## src/rtl/mat_ops_pkg.sv

```systemverilog
// Shared constants for the matrix-ops sequencer: state encodings, opcodes,
// and command/status word bit positions.
package mat_ops_pkg;

  typedef logic [2:0] state_t;

  localparam state_t ST_POLL_WAIT  = 3'd0;
  localparam state_t ST_POLL_CHECK = 3'd1;
  localparam state_t ST_DECODE     = 3'd2;
  localparam state_t ST_START      = 3'd3;
  localparam state_t ST_RUN        = 3'd4;
  localparam state_t ST_NEXT       = 3'd5;
  localparam state_t ST_WB         = 3'd6;
  localparam state_t ST_DONE       = 3'd7;

  localparam logic [1:0] OP_MUL       = 2'b00;
  localparam logic [1:0] OP_ADD       = 2'b01;
  localparam logic [1:0] OP_TRANSPOSE = 2'b10;
  localparam logic [1:0] OP_RSVD      = 2'b11;

  // command word layout
  localparam int CMD_GO_BIT   = 0;
  localparam int CMD_OP_LSB   = 1;
  localparam int CMD_CNT_LSB  = 4;
  localparam int CMD_BASE_LSB = 8;

  // status word layout; bit 0 stays 0 so the write-back clears go
  localparam int STS_DONE_BIT = 1;
  localparam int STS_ERR_BIT  = 2;
  localparam int STS_TMO_BIT  = 3;
  localparam int STS_JOBS_LSB = 8;

  // busy covers every state between accepting a command and writing status
  function automatic logic state_is_busy(state_t s);
    return (s >= ST_DECODE) && (s <= ST_WB);
  endfunction

endpackage

```

## src/rtl/mat_ops_sequencer_if.sv

```systemverilog
// Command-memory and engine start/done bus between the sequencer (master)
// and the memory/engine side (slave).
interface mat_ops_sequencer_if #(
  parameter int DATA_LEN     = 32,
  parameter int ADDRESS_SIZE = 4
);
  logic [ADDRESS_SIZE-1:0] cmd_addr;
  logic [DATA_LEN-1:0]     cmd_rdata;
  logic                    cmd_wr_en;
  logic [DATA_LEN-1:0]     cmd_wdata;
  logic                    eng_start;
  logic [1:0]              eng_op;
  logic [ADDRESS_SIZE-1:0] eng_base;
  logic                    eng_done;

  modport master (
    output cmd_addr, cmd_wr_en, cmd_wdata, eng_start, eng_op, eng_base,
    input  cmd_rdata, eng_done
  );

  modport slave (
    input  cmd_addr, cmd_wr_en, cmd_wdata, eng_start, eng_op, eng_base,
    output cmd_rdata, eng_done
  );
endinterface

```

## src/rtl/mat_ops_watchdog.sv

```systemverilog
// Per-job watchdog: counts enabled cycles from zero and flags when the
// count reaches LIMIT-1. Holds at the limit until cleared.
module mat_ops_watchdog #(
  parameter int LIMIT = 1024
) (
  input  logic i_clk,
  input  logic i_rstn,
  input  logic i_clear,
  input  logic i_en,
  output logic o_expired
);
  localparam int W = (LIMIT > 1) ? $clog2(LIMIT) : 1;

  logic [W-1:0] cnt_q;

  assign o_expired = (cnt_q == W'(LIMIT - 1));

  // cycle counter, restarted by clear, frozen once expired
  always_ff @(posedge i_clk) begin
    if (!i_rstn || i_clear) begin
      cnt_q <= '0;
    end else if (i_en && !o_expired) begin
      cnt_q <= cnt_q + 1'b1;
    end
  end

endmodule

```

## src/rtl/mat_ops_sequencer.sv

```systemverilog
// Matrix-ops sequencer: polls the command word, runs R engine jobs with a
// striding base address, supervises each job, and writes status back.
//
//  state      | meaning
//  -----------+-------------------------------------------------------
//  POLL_WAIT  | idle gap of POLL_INTERVAL cycles between command reads
//  POLL_CHECK | sample command word, capture fields if go=1
//  DECODE     | validate op/count, clear error and job counter
//  START      | one-cycle engine start pulse
//  RUN        | wait for engine done under watchdog and abort
//  NEXT       | count finished job, step base, loop or finish
//  WB         | write status word (clears go)
//  DONE       | one-cycle completion pulse
module mat_ops_sequencer
  import mat_ops_pkg::*;
#(
  parameter int DATA_LEN      = 32,
  parameter int ADDRESS_SIZE  = 4,
  parameter int CMD_ADDR      = 0,
  parameter int TILE_STRIDE   = 1,
  parameter int POLL_INTERVAL = 4,
  parameter int TIMEOUT       = 1024
) (
  input  logic                i_clk,
  input  logic                i_rstn,
  input  logic                i_abort,
  mat_ops_sequencer_if.master bus,
  output logic [2:0]          o_state,
  output logic [7:0]          o_job_cnt,
  output logic                o_busy,
  output logic                o_err,
  output logic                o_done
);
  localparam int PW = $clog2(POLL_INTERVAL + 1);

  state_t                  state_q, state_d;
  logic [PW-1:0]           poll_cnt_q;
  logic [1:0]              op_q;
  logic [3:0]              rep_q;
  logic [ADDRESS_SIZE-1:0] base_q;
  logic [ADDRESS_SIZE-1:0] base_nxt;
  logic [1:0]              eng_op_q;
  logic [ADDRESS_SIZE-1:0] eng_base_q;
  logic [7:0]              job_cnt_q;
  logic                    sts_done_q, sts_err_q, sts_tmo_q;
  logic                    err_q;
  logic                    dec_bad;
  logic                    job_last;
  logic                    wd_expired;
  logic [DATA_LEN-1:0]     status_word;
  logic                    rdata_unused;

  assign base_nxt     = base_q + ADDRESS_SIZE'(TILE_STRIDE);
  assign dec_bad      = (op_q == OP_RSVD) || (rep_q == 4'd0);
  assign job_last     = ((job_cnt_q + 8'd1) == {4'd0, rep_q});
  assign rdata_unused = ^bus.cmd_rdata;

  mat_ops_watchdog #(.LIMIT(TIMEOUT)) u_watchdog (
    .i_clk     (i_clk),
    .i_rstn    (i_rstn),
    .i_clear   (state_q == ST_START),
    .i_en      (state_q == ST_RUN),
    .o_expired (wd_expired)
  );

  // next-state decode; abort beats done, done beats the watchdog
  always_comb begin
    state_d = state_q;
    case (state_q)
      ST_POLL_WAIT:  if (poll_cnt_q == PW'(POLL_INTERVAL - 1)) state_d = ST_POLL_CHECK;
      ST_POLL_CHECK: state_d = bus.cmd_rdata[CMD_GO_BIT] ? ST_DECODE : ST_POLL_WAIT;
      ST_DECODE:     state_d = dec_bad ? ST_WB : ST_START;
      ST_START:      state_d = ST_RUN;
      ST_RUN: begin
        if (i_abort)           state_d = ST_WB;
        else if (bus.eng_done) state_d = ST_NEXT;
        else if (wd_expired)   state_d = ST_WB;
      end
      ST_NEXT:       state_d = job_last ? ST_WB : ST_START;
      ST_WB:         state_d = ST_DONE;
      ST_DONE:       state_d = ST_POLL_WAIT;
      default:       state_d = ST_POLL_WAIT;
    endcase
  end

  // state register and poll-interval counter
  always_ff @(posedge i_clk) begin
    if (!i_rstn) begin
      state_q    <= ST_POLL_WAIT;
      poll_cnt_q <= '0;
    end else begin
      state_q <= state_d;
      if (state_q == ST_POLL_WAIT && state_d == ST_POLL_WAIT) poll_cnt_q <= poll_cnt_q + 1'b1;
      else                                                    poll_cnt_q <= '0;
    end
  end

  // command fields, job bookkeeping, engine outputs and status bits
  always_ff @(posedge i_clk) begin
    if (!i_rstn) begin
      op_q       <= '0;
      rep_q      <= '0;
      base_q     <= '0;
      eng_op_q   <= '0;
      eng_base_q <= '0;
      job_cnt_q  <= '0;
      sts_done_q <= 1'b0;
      sts_err_q  <= 1'b0;
      sts_tmo_q  <= 1'b0;
      err_q      <= 1'b0;
    end else begin
      case (state_q)
        ST_POLL_CHECK: begin
          if (bus.cmd_rdata[CMD_GO_BIT]) begin
            op_q   <= bus.cmd_rdata[CMD_OP_LSB +: 2];
            rep_q  <= bus.cmd_rdata[CMD_CNT_LSB +: 4];
            base_q <= bus.cmd_rdata[CMD_BASE_LSB +: ADDRESS_SIZE];
          end
        end
        ST_DECODE: begin
          job_cnt_q  <= '0;
          err_q      <= 1'b0;
          sts_done_q <= 1'b0;
          sts_tmo_q  <= 1'b0;
          sts_err_q  <= dec_bad;
          if (!dec_bad) begin
            eng_op_q   <= op_q;
            eng_base_q <= base_q;
          end
        end
        ST_RUN: begin
          if (i_abort) begin
            sts_err_q <= 1'b1;
          end else if (!bus.eng_done && wd_expired) begin
            sts_err_q <= 1'b1;
            sts_tmo_q <= 1'b1;
          end
        end
        ST_NEXT: begin
          job_cnt_q <= job_cnt_q + 8'd1;
          base_q    <= base_nxt;
          if (job_last) sts_done_q <= 1'b1;
          else          eng_base_q <= base_nxt;
        end
        ST_WB: begin
          if (sts_err_q) err_q <= 1'b1;
        end
        default: ;
      endcase
    end
  end

  // status word assembled from the sticky status bits and job count
  always_comb begin
    status_word                      = '0;
    status_word[STS_DONE_BIT]        = sts_done_q;
    status_word[STS_ERR_BIT]         = sts_err_q;
    status_word[STS_TMO_BIT]         = sts_tmo_q;
    status_word[STS_JOBS_LSB +: 8]   = job_cnt_q;
  end

  assign bus.cmd_addr  = ADDRESS_SIZE'(CMD_ADDR);
  assign bus.cmd_wr_en = (state_q == ST_WB);
  assign bus.cmd_wdata = status_word;
  assign bus.eng_start = (state_q == ST_START);
  assign bus.eng_op    = eng_op_q;
  assign bus.eng_base  = eng_base_q;

  assign o_state   = state_q;
  assign o_job_cnt = job_cnt_q;
  assign o_busy    = state_is_busy(state_q);
  assign o_err     = err_q;
  assign o_done    = (state_q == ST_DONE);

endmodule

```

## src/flat_wrapper.sv

```systemverilog
// flat-port wrapper written by rule: the top's interface ports become plain ports
module mat_ops_sequencer_flat import mat_ops_pkg::*;
#(
  parameter int DATA_LEN      = 32,
  parameter int ADDRESS_SIZE  = 4,
  parameter int CMD_ADDR      = 0,
  parameter int TILE_STRIDE   = 1,
  parameter int POLL_INTERVAL = 4,
  parameter int TIMEOUT       = 1024
)
  (i_clk, i_rstn, i_abort, o_state, o_job_cnt, o_busy, o_err, o_done, bus_cmd_addr, bus_cmd_wr_en, bus_cmd_wdata, bus_eng_start, bus_eng_op, bus_eng_base, bus_cmd_rdata, bus_eng_done);
  mat_ops_sequencer_if #(.DATA_LEN(DATA_LEN), .ADDRESS_SIZE(ADDRESS_SIZE)) bus_i ();
  input  logic i_clk;
  input  logic i_rstn;
  input  logic i_abort;
  output logic [2:0] o_state;
  output logic [7:0] o_job_cnt;
  output logic o_busy;
  output logic o_err;
  output logic o_done;
  output wire logic [$bits(bus_i.cmd_addr)-1:0] bus_cmd_addr;
  output wire logic [$bits(bus_i.cmd_wr_en)-1:0] bus_cmd_wr_en;
  output wire logic [$bits(bus_i.cmd_wdata)-1:0] bus_cmd_wdata;
  output wire logic [$bits(bus_i.eng_start)-1:0] bus_eng_start;
  output wire logic [$bits(bus_i.eng_op)-1:0] bus_eng_op;
  output wire logic [$bits(bus_i.eng_base)-1:0] bus_eng_base;
  input wire logic [$bits(bus_i.cmd_rdata)-1:0] bus_cmd_rdata;
  input wire logic [$bits(bus_i.eng_done)-1:0] bus_eng_done;
  assign bus_cmd_addr = bus_i.cmd_addr;
  assign bus_cmd_wr_en = bus_i.cmd_wr_en;
  assign bus_cmd_wdata = bus_i.cmd_wdata;
  assign bus_eng_start = bus_i.eng_start;
  assign bus_eng_op = bus_i.eng_op;
  assign bus_eng_base = bus_i.eng_base;
  assign bus_i.cmd_rdata = bus_cmd_rdata;
  assign bus_i.eng_done = bus_eng_done;
  mat_ops_sequencer #(.DATA_LEN(DATA_LEN), .ADDRESS_SIZE(ADDRESS_SIZE), .CMD_ADDR(CMD_ADDR), .TILE_STRIDE(TILE_STRIDE), .POLL_INTERVAL(POLL_INTERVAL), .TIMEOUT(TIMEOUT)) u_core (.i_clk(i_clk), .i_rstn(i_rstn), .i_abort(i_abort), .bus(bus_i), .o_state(o_state), .o_job_cnt(o_job_cnt), .o_busy(o_busy), .o_err(o_err), .o_done(o_done));
endmodule
```

## config.mk

```make
export PLATFORM = sky130hd
export DESIGN_NAME = mat_ops_sequencer_flat
export DESIGN_NICKNAME = d
export VERILOG_FILES = /design/src/rtl/mat_ops_pkg.sv /design/src/rtl/mat_ops_sequencer_if.sv /design/src/rtl/mat_ops_watchdog.sv /design/src/rtl/mat_ops_sequencer.sv /design/src/flat_wrapper.sv
export SDC_FILE = /design/constraint.sdc
export NUM_CORES = 1
export LEC_CHECK = 0
export ABC_AREA = 1
export CAP_MARGIN = 20
export CORE_UTILIZATION = 45
export CTS_BUF_LIST = sky130_fd_sc_hd__clkbuf_16
export DETAILED_ROUTE_END_ITERATION = 10
export PLACE_DENSITY_LB_ADDON = 0.2
export REMOVE_ABC_BUFFERS = 1
export SLEW_MARGIN = 20
export SYNTH_ARGS = -nofsm -noshare
export SYNTH_HDL_FRONTEND = slang
export SYNTH_SLANG_ARGS = --single-unit
```

## constraint.sdc

```tcl
create_clock -name i_clk -period 1.9 [get_ports i_clk]
set_input_delay 0.57 -clock i_clk [delete_from_list [all_inputs] [get_ports i_clk]]
set_output_delay 0.57 -clock i_clk [all_outputs]
set_load 0.05 [all_outputs]
```

==> results of run 1 <==
==> area by class of cell <==
type | instances | area share (%)
clock inverter | 3 | 0.3335
timing repair buffer | 61 | 22.38
sequential | 44 | 26.16
tap | 72 | 2.668
clock buffer | 5 | 3.705
multi-input combinational | 270 | 38.98
inverter | 52 | 5.780
==> worst max-delay path, cell delays in order (launching register included) <==
cell and delay [ns]:
sky130_fd_sc_hd__dfxtp_2 0.38, sky130_fd_sc_hd__nor2_2 0.15, sky130_fd_sc_hd__inv_1 0.11, sky130_fd_sc_hd__nor2_2 0.16
sky130_fd_sc_hd__buf_12 0.16
==> layer usage <==
metal	up-vias	part of all wire, %	global-route usage (%)
met5	-	0	0
met4	0	1.4	6.415
li1	1256	-	-
met1	1083	45	24.57
met2	66	49	34.87
met3	8	4.5	4.588
==> repair_timing <==
action | 4_1_cts | 5_1_grt
setup endpoints to repair | 3 | 4
gates resized for setup | 2 | 7
pin swaps | 0 | 0
==> through the flow <==
| stage | hold slack (ns) | total power [W] | cell area, sq um |
|---|---|---|---|
| after global routing | 0.4352 | 0.003642 | 3377 |
| after CTS | 0.4270 | 0.003402 | 3361 |
| final | 0.4220 | 0.003399 | 3377 |
| after floorplan | 0.3990 | 0.002114 | 2376 |
| after global placement | 0.4084 | 0.002563 | 3222 |
| after detailed placement | 0.4189 | 0.002575 | 3222 |
==> power breakdown <==
group          internal, W  switching, W  total (W)
Sequential         0.00106      0.000118    0.00118
Clock             0.000473      0.000332   0.000805
Combinational     0.000481      0.000934    0.00142
==> worst max path at each step <==
| stage | startpoint | end | depth (start not counted) |
|---|---|---|---|
| after floorplan | u_core.o_job_cnt[0] | u_core.bus.eng_base[0] | 12 |
| after global placement | i_rstn | u_core.u_watchdog.cnt_q[9] | 5 |
| after detailed placement | i_rstn | u_core.u_watchdog.cnt_q[4] | 5 |
| after CTS | u_core.o_state[0] | bus_cmd_wr_en | 4 |
| after global routing | u_core.o_state[2] | o_done | 4 |
| final | u_core.o_state[0] | bus_cmd_wr_en | 4 |
==> cells by family (layout without fill, tap and decap cells) <==
family	Yosys count	count (layout)
AOI/OAI and AO/OA	53	53
xor gates and xnor gates	6	6
adders and majority gates	5	5
buffers and inverters	94	121
DFF	44	44
other	1	25
and+or+nand+nor	181	181
==> cell usage in the layout, fill, tap and decap left out, types with 2 or more instances in the layout <==
cell type,instances
sky130_fd_sc_hd__nand3_2,3
sky130_fd_sc_hd__a21oi_1,28
sky130_fd_sc_hd__nand2_1,94
sky130_fd_sc_hd__buf_4,26
sky130_fd_sc_hd__xor2_1,3
sky130_fd_sc_hd__a31oi_1,3
sky130_fd_sc_hd__dfxtp_2,2
sky130_fd_sc_hd__nor2_2,11
sky130_fd_sc_hd__o21ai_0,17
sky130_fd_sc_hd__nand3_1,20
sky130_fd_sc_hd__ha_1,4
sky130_fd_sc_hd__clkbuf_16,5
sky130_fd_sc_hd__xnor2_1,3
sky130_fd_sc_hd__clkdlybuf4s50_1,14
sky130_fd_sc_hd__nor2_1,29
sky130_fd_sc_hd__clkinv_1,4
sky130_fd_sc_hd__inv_1,47
sky130_fd_sc_hd__nand4_1,10
sky130_fd_sc_hd__nor3_1,5
sky130_fd_sc_hd__conb_1,25
sky130_fd_sc_hd__inv_2,4
sky130_fd_sc_hd__dfxtp_1,42
sky130_fd_sc_hd__nand2_2,4
sky130_fd_sc_hd__o21ai_1,2
sky130_fd_sc_hd__buf_12,21
==> flip-flops by register name, indices dropped and copies added, names as in the netlist, 2 cells and up <==
name / count
u_core.base_q: 4
u_core.bus.eng_base: 4
u_core.bus.eng_op: 2
u_core.op_q: 2
u_core.o_state: 3
u_core.u_watchdog.cnt_q: 10
u_core.o_job_cnt: 8
u_core.rep_q: 4
u_core.poll_cnt_q: 3
==> results by group, run 1 <==
Yosys
  – Total number of yosys warnings: 0
  – Main area contributors after synthesis: sky130_fd_sc_hd__dfxtp_1, sky130_fd_sc_hd__nand2_1, sky130_fd_sc_hd__buf_4
  – Post-synthesis adder-cell area fraction: 2.418%
  – Dominant combinational cell family by area after synthesis: simple AND/OR/NAND/NOR gates
  – Cells after Synth: 384
  – Post-synth top flop: sky130_fd_sc_hd__dfxtp_1
  – Library cell with the highest instance count after synthesis: sky130_fd_sc_hd__nand2_1
  – Number of flops mapped to enable cells by yosys: 0
  – Netlist cell types: 31
  – Yosys reg bits: 44
  – Dominant cell type by area after synthesis: sky130_fd_sc_hd__dfxtp_1
  – Simple-gate share of the synthesized area: 31.38%
  – Fraction of post-synthesis cell area in the top cell type by area: 34.04%
  – Most instantiated cells after synthesis: sky130_fd_sc_hd__nand2_1, sky130_fd_sc_hd__inv_1, sky130_fd_sc_hd__dfxtp_1, sky130_fd_sc_hd__buf_4, sky130_fd_sc_hd__nor2_1
  – Async set-reset flop share out of synthesis: 0%
  – Register area share after synthesis: 34.04%
  – Post-synth design cell area: 2587 sq um
  – Synthesized area per cell: 6.738 sq um
  – Share of synthesized area spent on multiplexers: 0%
  – Synth Area in Compound Gates: 10.78%
  – Xor and xnor fraction of the mapped netlist area: 2.031%

Critical path
  – Setup slack, reg-to-reg: 0.20 ns
  – Data arrival time of the critical path: 1.24 ns
  – Worst reg2reg path startpoint: u_core.u_watchdog.cnt_q[0]
  – End of the worst register-to-register path: u_core.u_watchdog.cnt_q[6]
  – Critical Path End Type: output port
  – Number of cells traversed by the worst register-to-register path: 9
  – Critical Path Fanout Max: 8
  – Crit path kind: register to output port
  – WP data required: 1.33 ns
  – Kind of launch point of the worst setup path: register

STA
  – Final Hold Viols: 0
  – Minimum setup slack in the final design: 0.08863 ns
  – Period Utilization, post-route: 95.34%
  – Number of setup violations in the final report: 0
  – Max-slew violations: 0
  – RSZ-0062 raised after global routing: no
  – Setup TNS: 0 ns
  – Tmin final: 1.811 ns
  – FMAX: 0.5521 GHz
  – Worst Clk Skew: 0.006476 ns

CTS
  – CTS max path bufs: 2
  – Skew-Pair Late Insertion Delay: 0.28 ns
  – Clock sink count: 44
  – Count of hold-fix buffers inserted at cts: 0
  – Inserted Clock Buffers: 5
  – Clock-pin slew reported for the worst setup and hold paths after clock tree synthesis: 0.06 ns
  – Cell at the root of the clock tree: sky130_fd_sc_hd__clkbuf_16
  – TritonCTS clock tree: yes
  – Post-CTS setup buffers: 0
  – H-tree depth: 2

Final layout
  – Area of combinational cells with multiple inputs: 1316 sq um
  – Antenna diodes: 0
  – Synthesis-to-finish area growth: 30.51%
  – FF/Latch Area: 883.3 sq um
  – Final Util: 60.95%
  – Fin cells: 507
  – Fill cell count: 527
  – Net total in the final layout: 475
  – Fraction of layout instances using a drive strength above 1: 19.08%

Floorplan
  – Total Die Area: 6058 sq um
  – Effective utilization at floorplan: 46.70%
  – Core Area: 5540 sq um
  – Die height: 77.83 um
  – Count of standard-cell rows: 27
  – Boundary Pins: 94
  – Die Span X: 77.83 um

Routing
  – Mean routed wirelength per cell: 11.09 um
  – Count of routing violations after the opening detailed-route iteration: 85
  – Initial DRT Pass Iterations: 4
  – Post-DRT Antenna Nets: 0
  – Via-to-Cell Ratio: 4.759
  – Vias: 2413
  – Residual DRC count: 0
  – Total Routed Length: 5622 um

Min path
  – Critical hold path startpoint: u_core.poll_cnt_q[0]
  – End point of the most critical hold path: u_core.poll_cnt_q[0]
  – Hold/Removal Path Class: register to register
  – Worst Hold Depth: 1

Placed design
  – Final estimated routing congestion in global placement: 0.8244
  – Placement Setup Slack: 0.07389 ns
  – Number of buffers inserted by port buffering: 47
  – Total placed cells including tap cells: 499
  – Detailed placement HPWL: 4257 um

Power
  – Maximum ir drop on the vdd rail: 0.0008684 V
  – Pleak: 1.450 nW
  – Total power per unit cell area: 1007 nW/um^2

Flow run
  – Reported max-cap violation count: 0

Global route
  – First-pass GRT wire length: 9694 um
  – Total overflow reported by the global router: 0
  – GRT Util Overall: 20.15%
  – Vias in the first global route: 2196
  – Largest net degree at the start of global routing: 18
  – Number of antenna violations at the first check in global routing: 0

Outcome
  – Outcome: finished clean
Power figures use the tool's default switching activity.
==> inputs of run 2 (changes only) <==
--- a/config.mk
+++ b/config.mk
@@ -5,7 +5,6 @@
 export SDC_FILE = /design/constraint.sdc
 export NUM_CORES = 1
 export LEC_CHECK = 0
-export ABC_AREA = 1
 export CAP_MARGIN = 20
 export CORE_UTILIZATION = 45
 export CTS_BUF_LIST = sky130_fd_sc_hd__clkbuf_16
==> constraint.sdc (replaced) <==
create_clock -name i_clk -period 2 [get_ports i_clk]
set_input_delay 0.6 -clock i_clk [delete_from_list [all_inputs] [get_ports i_clk]]
set_output_delay 0.6 -clock i_clk [all_outputs]
set_load 0.05 [all_outputs]
==> run 2 against run 1 <==
- area after synthesis fell by 1.9%
- clock skew fell by 0.0027 ns
- cell area shrank 0.85%
- hold slack gained 0.0031 ns
- global-route usage grew 0.31 points
- non-clock buffer count rose by 14
- setup slack worse by 0.024 ns
- synthesized cell count fell by 20%
==> results by group, run 2 <==
Yosys
  – Dominant cell type by area after synthesis: sky130_fd_sc_hd__dfxtp_1
  – Register area share after synthesis: 34.70% (+0.65 points)
  – Post-synth top flop: sky130_fd_sc_hd__dfxtp_1
  – Post-synth design cell area: 2539 sq um (-1.9%)
  – Fraction of post-synthesis cell area in the top cell type by area: 34.70% (+0.65 points)
  – Total number of yosys warnings: 0 (unchanged)
  – Async set-reset flop share out of synthesis: 0% (unchanged)
  – Yosys reg bits: 44 (unchanged)
  – Synthesized area per cell: 8.296 sq um (+23%)
  – Main area contributors after synthesis: sky130_fd_sc_hd__dfxtp_1, sky130_fd_sc_hd__buf_4, sky130_fd_sc_hd__nor2_1
  – Number of flops mapped to enable cells by yosys: 0 (unchanged)
  – Library cell with the highest instance count after synthesis: sky130_fd_sc_hd__dfxtp_1
  – Cells after Synth: 306 (-20%)
  – Netlist cell types: 52 (+68%)
  – Most instantiated cells after synthesis: sky130_fd_sc_hd__dfxtp_1, sky130_fd_sc_hd__buf_4, sky130_fd_sc_hd__nor2_1, sky130_fd_sc_hd__nand2_1

CTS
  – Count of hold-fix buffers inserted at cts: 0 (unchanged)
  – CTS max path bufs: 2 (unchanged)
  – Clock-pin slew reported for the worst setup and hold paths after clock tree synthesis: 0.06 ns (about the same)
  – Cell at the root of the clock tree: sky130_fd_sc_hd__clkbuf_16
  – TritonCTS clock tree: yes
  – H-tree depth: 2 (unchanged)
  – Inserted Clock Buffers: 5 (unchanged)
  – Clock sink count: 44 (unchanged)
  – Skew-Pair Late Insertion Delay: 0.29 ns (about the same)

Placed design
  – Detailed placement HPWL: 4143 um (-2.7%)
  – Number of buffers inserted by port buffering: 47 (unchanged)
  – Final estimated routing congestion in global placement: 0.8496 (+3.1%)

Final layout
  – Biggest register: u_core.u_watchdog.cnt_q
  – Fraction of layout instances using a drive strength above 1: 24.31% (+5.2 points)
  – Number of flip-flops under the largest register name: 10 (unchanged)
  – Antenna diodes: 0 (unchanged)
  – Leading cell type in the layout, fill and taps excluded: sky130_fd_sc_hd__buf_4
  – Fill cell count: 443 (-16%)
  – Net total in the final layout: 402 (-15%)
  – Leading cell types in the layout, fill and taps excluded: sky130_fd_sc_hd__buf_4, sky130_fd_sc_hd__dfxtp_1, sky130_fd_sc_hd__nor2_1
  – Synthesis-to-finish area growth: 31.89%

Power
  – Maximum ir drop on the vdd rail: 0.0009098 V (+4.8%)
  – Total power per unit cell area: 904.0 nW/um^2 (-10%)
  – Pleak: 1.372 nW (-5.3%)
  – Total power draw: 0.003027 W (-11%)

Critical path
  – End of the worst register-to-register path: u_core.bus.eng_base[3]
  – Worst reg2reg path startpoint: u_core.o_job_cnt[0]
  – Critical Path Fanout Max: 8 (unchanged)
  – Critical Path End Type: output port
  – Kind of launch point of the worst setup path: register
  – Critical Path Slowest Stage Cell: sky130_fd_sc_hd__dfxtp_2
  – Crit path kind: register to output port
  – Delay contributed by the slowest stage of the critical path: 0.36 ns (-0.02 ns)
  – Data arrival time of the critical path: 1.34 ns (+0.10 ns)
  – Number of cells traversed by the worst register-to-register path: 8 (-1)
  – Setup slack, reg-to-reg: 0.10 ns (-0.10 ns)
  – WP data required: 1.40 ns (+0.07 ns)
  – Crit path cell chain: buf_4 > and3_1 > nor2_2 > buf_12

Routing
  – Total Routed Length: 5730 um (+1.9%)
  – Vias: 2196 (-9.0%)
  – Mean routed wirelength per cell: 13.26 um (+20%)
  – Initial DRT Pass Iterations: 4 (unchanged)
  – Residual DRC count: 0 (unchanged)
  – Via-to-Cell Ratio: 5.083 (+6.8%)
  – Post-DRT Antenna Nets: 0 (unchanged)
  – Count of routing violations after the opening detailed-route iteration: 173 (+100%)

Outcome
  – Outcome: finished clean

STA
  – Number of setup violations in the final report: 0 (unchanged)
  – Final Hold Viols: 0 (unchanged)
  – Worst Clk Skew: 0.003751 ns (-0.002725 ns)
  – Period Utilization, post-route: 96.79%
  – Setup TNS: 0 ns (unchanged)
  – RSZ-0062 raised after global routing: no
  – Tmin final: 1.936 ns
  – Max-slew violations: 0 (unchanged)
  – FMAX: 0.5166 GHz

Global route
  – Vias in the first global route: 2087 (-5.0%)
  – Largest net degree at the start of global routing: 14 (-4)
  – Number of antenna violations at the first check in global routing: 0 (unchanged)
  – First-pass GRT wire length: 9756 um (+0.64%)
  – GRT Util Overall: 20.46% (+0.31 points)
  – Total overflow reported by the global router: 0 (unchanged)

Floorplan
  – Core Area: 5270 sq um (-4.9%)
  – Count of standard-cell rows: 26 (-3.7%)
  – Effective utilization at floorplan: 48.17% (+1.5 points)
  – Die height: 77.11 um (-0.93%)
  – Boundary Pins: 94 (unchanged)
  – Total Die Area: 5946 sq um (-1.8%)
  – Die Span X: 77.11 um (-0.93%)

Min path
  – End point of the most critical hold path: u_core.poll_cnt_q[0]
  – Hold/Removal Path Class: register to register
  – Worst Hold Depth: 1 (unchanged)
  – Critical hold path startpoint: u_core.poll_cnt_q[0]

Flow run
  – Reported max-cap violation count: 0 (unchanged)
run 2: routing by layer:
layer	track usage, %	vias up	wire length, um
met1	26.15	1011	2573
met5	0	-	0
met2	34.02	76	2779
li1	-	1101	-
met3	4.048	8	285
met4	7.358	0	92
run 2: cells by family after synthesis:
kind of cell | after synthesis | synth area share (%)
buffers and inverters | 60 | 15.33
adders and majority gates | 5 | 2.464
muxes | 4 | 1.577
DFF | 44 | 34.70
other | 1 | 0.1477
AOI/OAI and AO/OA | 58 | 17.74
and+or+nand+nor | 119 | 22.87
xor gates and xnor gates | 15 | 5.175
run 2: power breakdown:
group	leakage, nW	total (W)	internal (W)	switching [W]
Sequential	0.358	0.00105	0.000969	0.0000779
Clock	0.0687	0.000793	0.000454	0.000339
Combinational	0.946	0.00119	0.000477	0.000710
Total	1.37	0.00303	0.00190	0.00113
run 2: how the worst max path moves through the flow:
stage	from	endpoint	slack, ns
floorplan	u_core.o_job_cnt[0]	u_core.bus.eng_base[2]	-0.79
global placement	u_core.o_job_cnt[0]	u_core.bus.eng_base[2]	-0.02
detailed placement	u_core.o_job_cnt[0]	u_core.bus.eng_base[0]	-0.03
CTS	u_core.o_job_cnt[0]	u_core.o_state[0]	0.01
global route	u_core.o_job_cnt[1]	u_core.bus.eng_base[2]	0.01
finish	u_core.o_state[1]	o_busy	0.06
run 2: through the flow:
| step | worst slack (ns) | cell area, sq um | hold slack [ns] | std cells | utilization, % |
|---|---|---|---|---|---|
| after CTS | 0.01043 | 3318 | 0.4196 | 432 | 62.96 |
| after floorplan | -0.7942 | 2273 | 0.3974 | 279 | - |
| after global placement | -0.01605 | 3164 | 0.4072 | 423 | 60.04 |
| after detailed placement | -0.02957 | 3164 | 0.4114 | 423 | 60.04 |
| after global routing | 0.009948 | 3348 | 0.4502 | 432 | 63.53 |
| final | 0.06420 | 3348 | 0.4251 | 432 | 63.53 |
run 2: layout make-up:
type                            count  area, sq um  area share [%]
Inverter                            9        33.78           1.009
Clock inverter                      3        15.01          0.4484
Multi-Input combinational cell    226         1390           41.52
Timing Repair Buffer               75        810.8           24.22
Clock buffer                        5        125.1           3.737
Tap cell                           70        87.58           2.616
Sequential cell                    44        885.9           26.46
run 2: timing repair:
| item | CTS | global route |
|---|---|---|
| endpoints found under the setup margin | 4 | 7 |
| pin swaps | 1 | 6 |
| gates cloned | 0 | 0 |
| gates resized for setup | 3 | 8 |
| buffers inserted | 1 | 0 |
run 2: worst max-delay path, delay by kind of cell (launching register included):
family,cells,cell delay [ns]
buf+inv,2,0.32
flops,1,0.36
simple gates,2,0.38
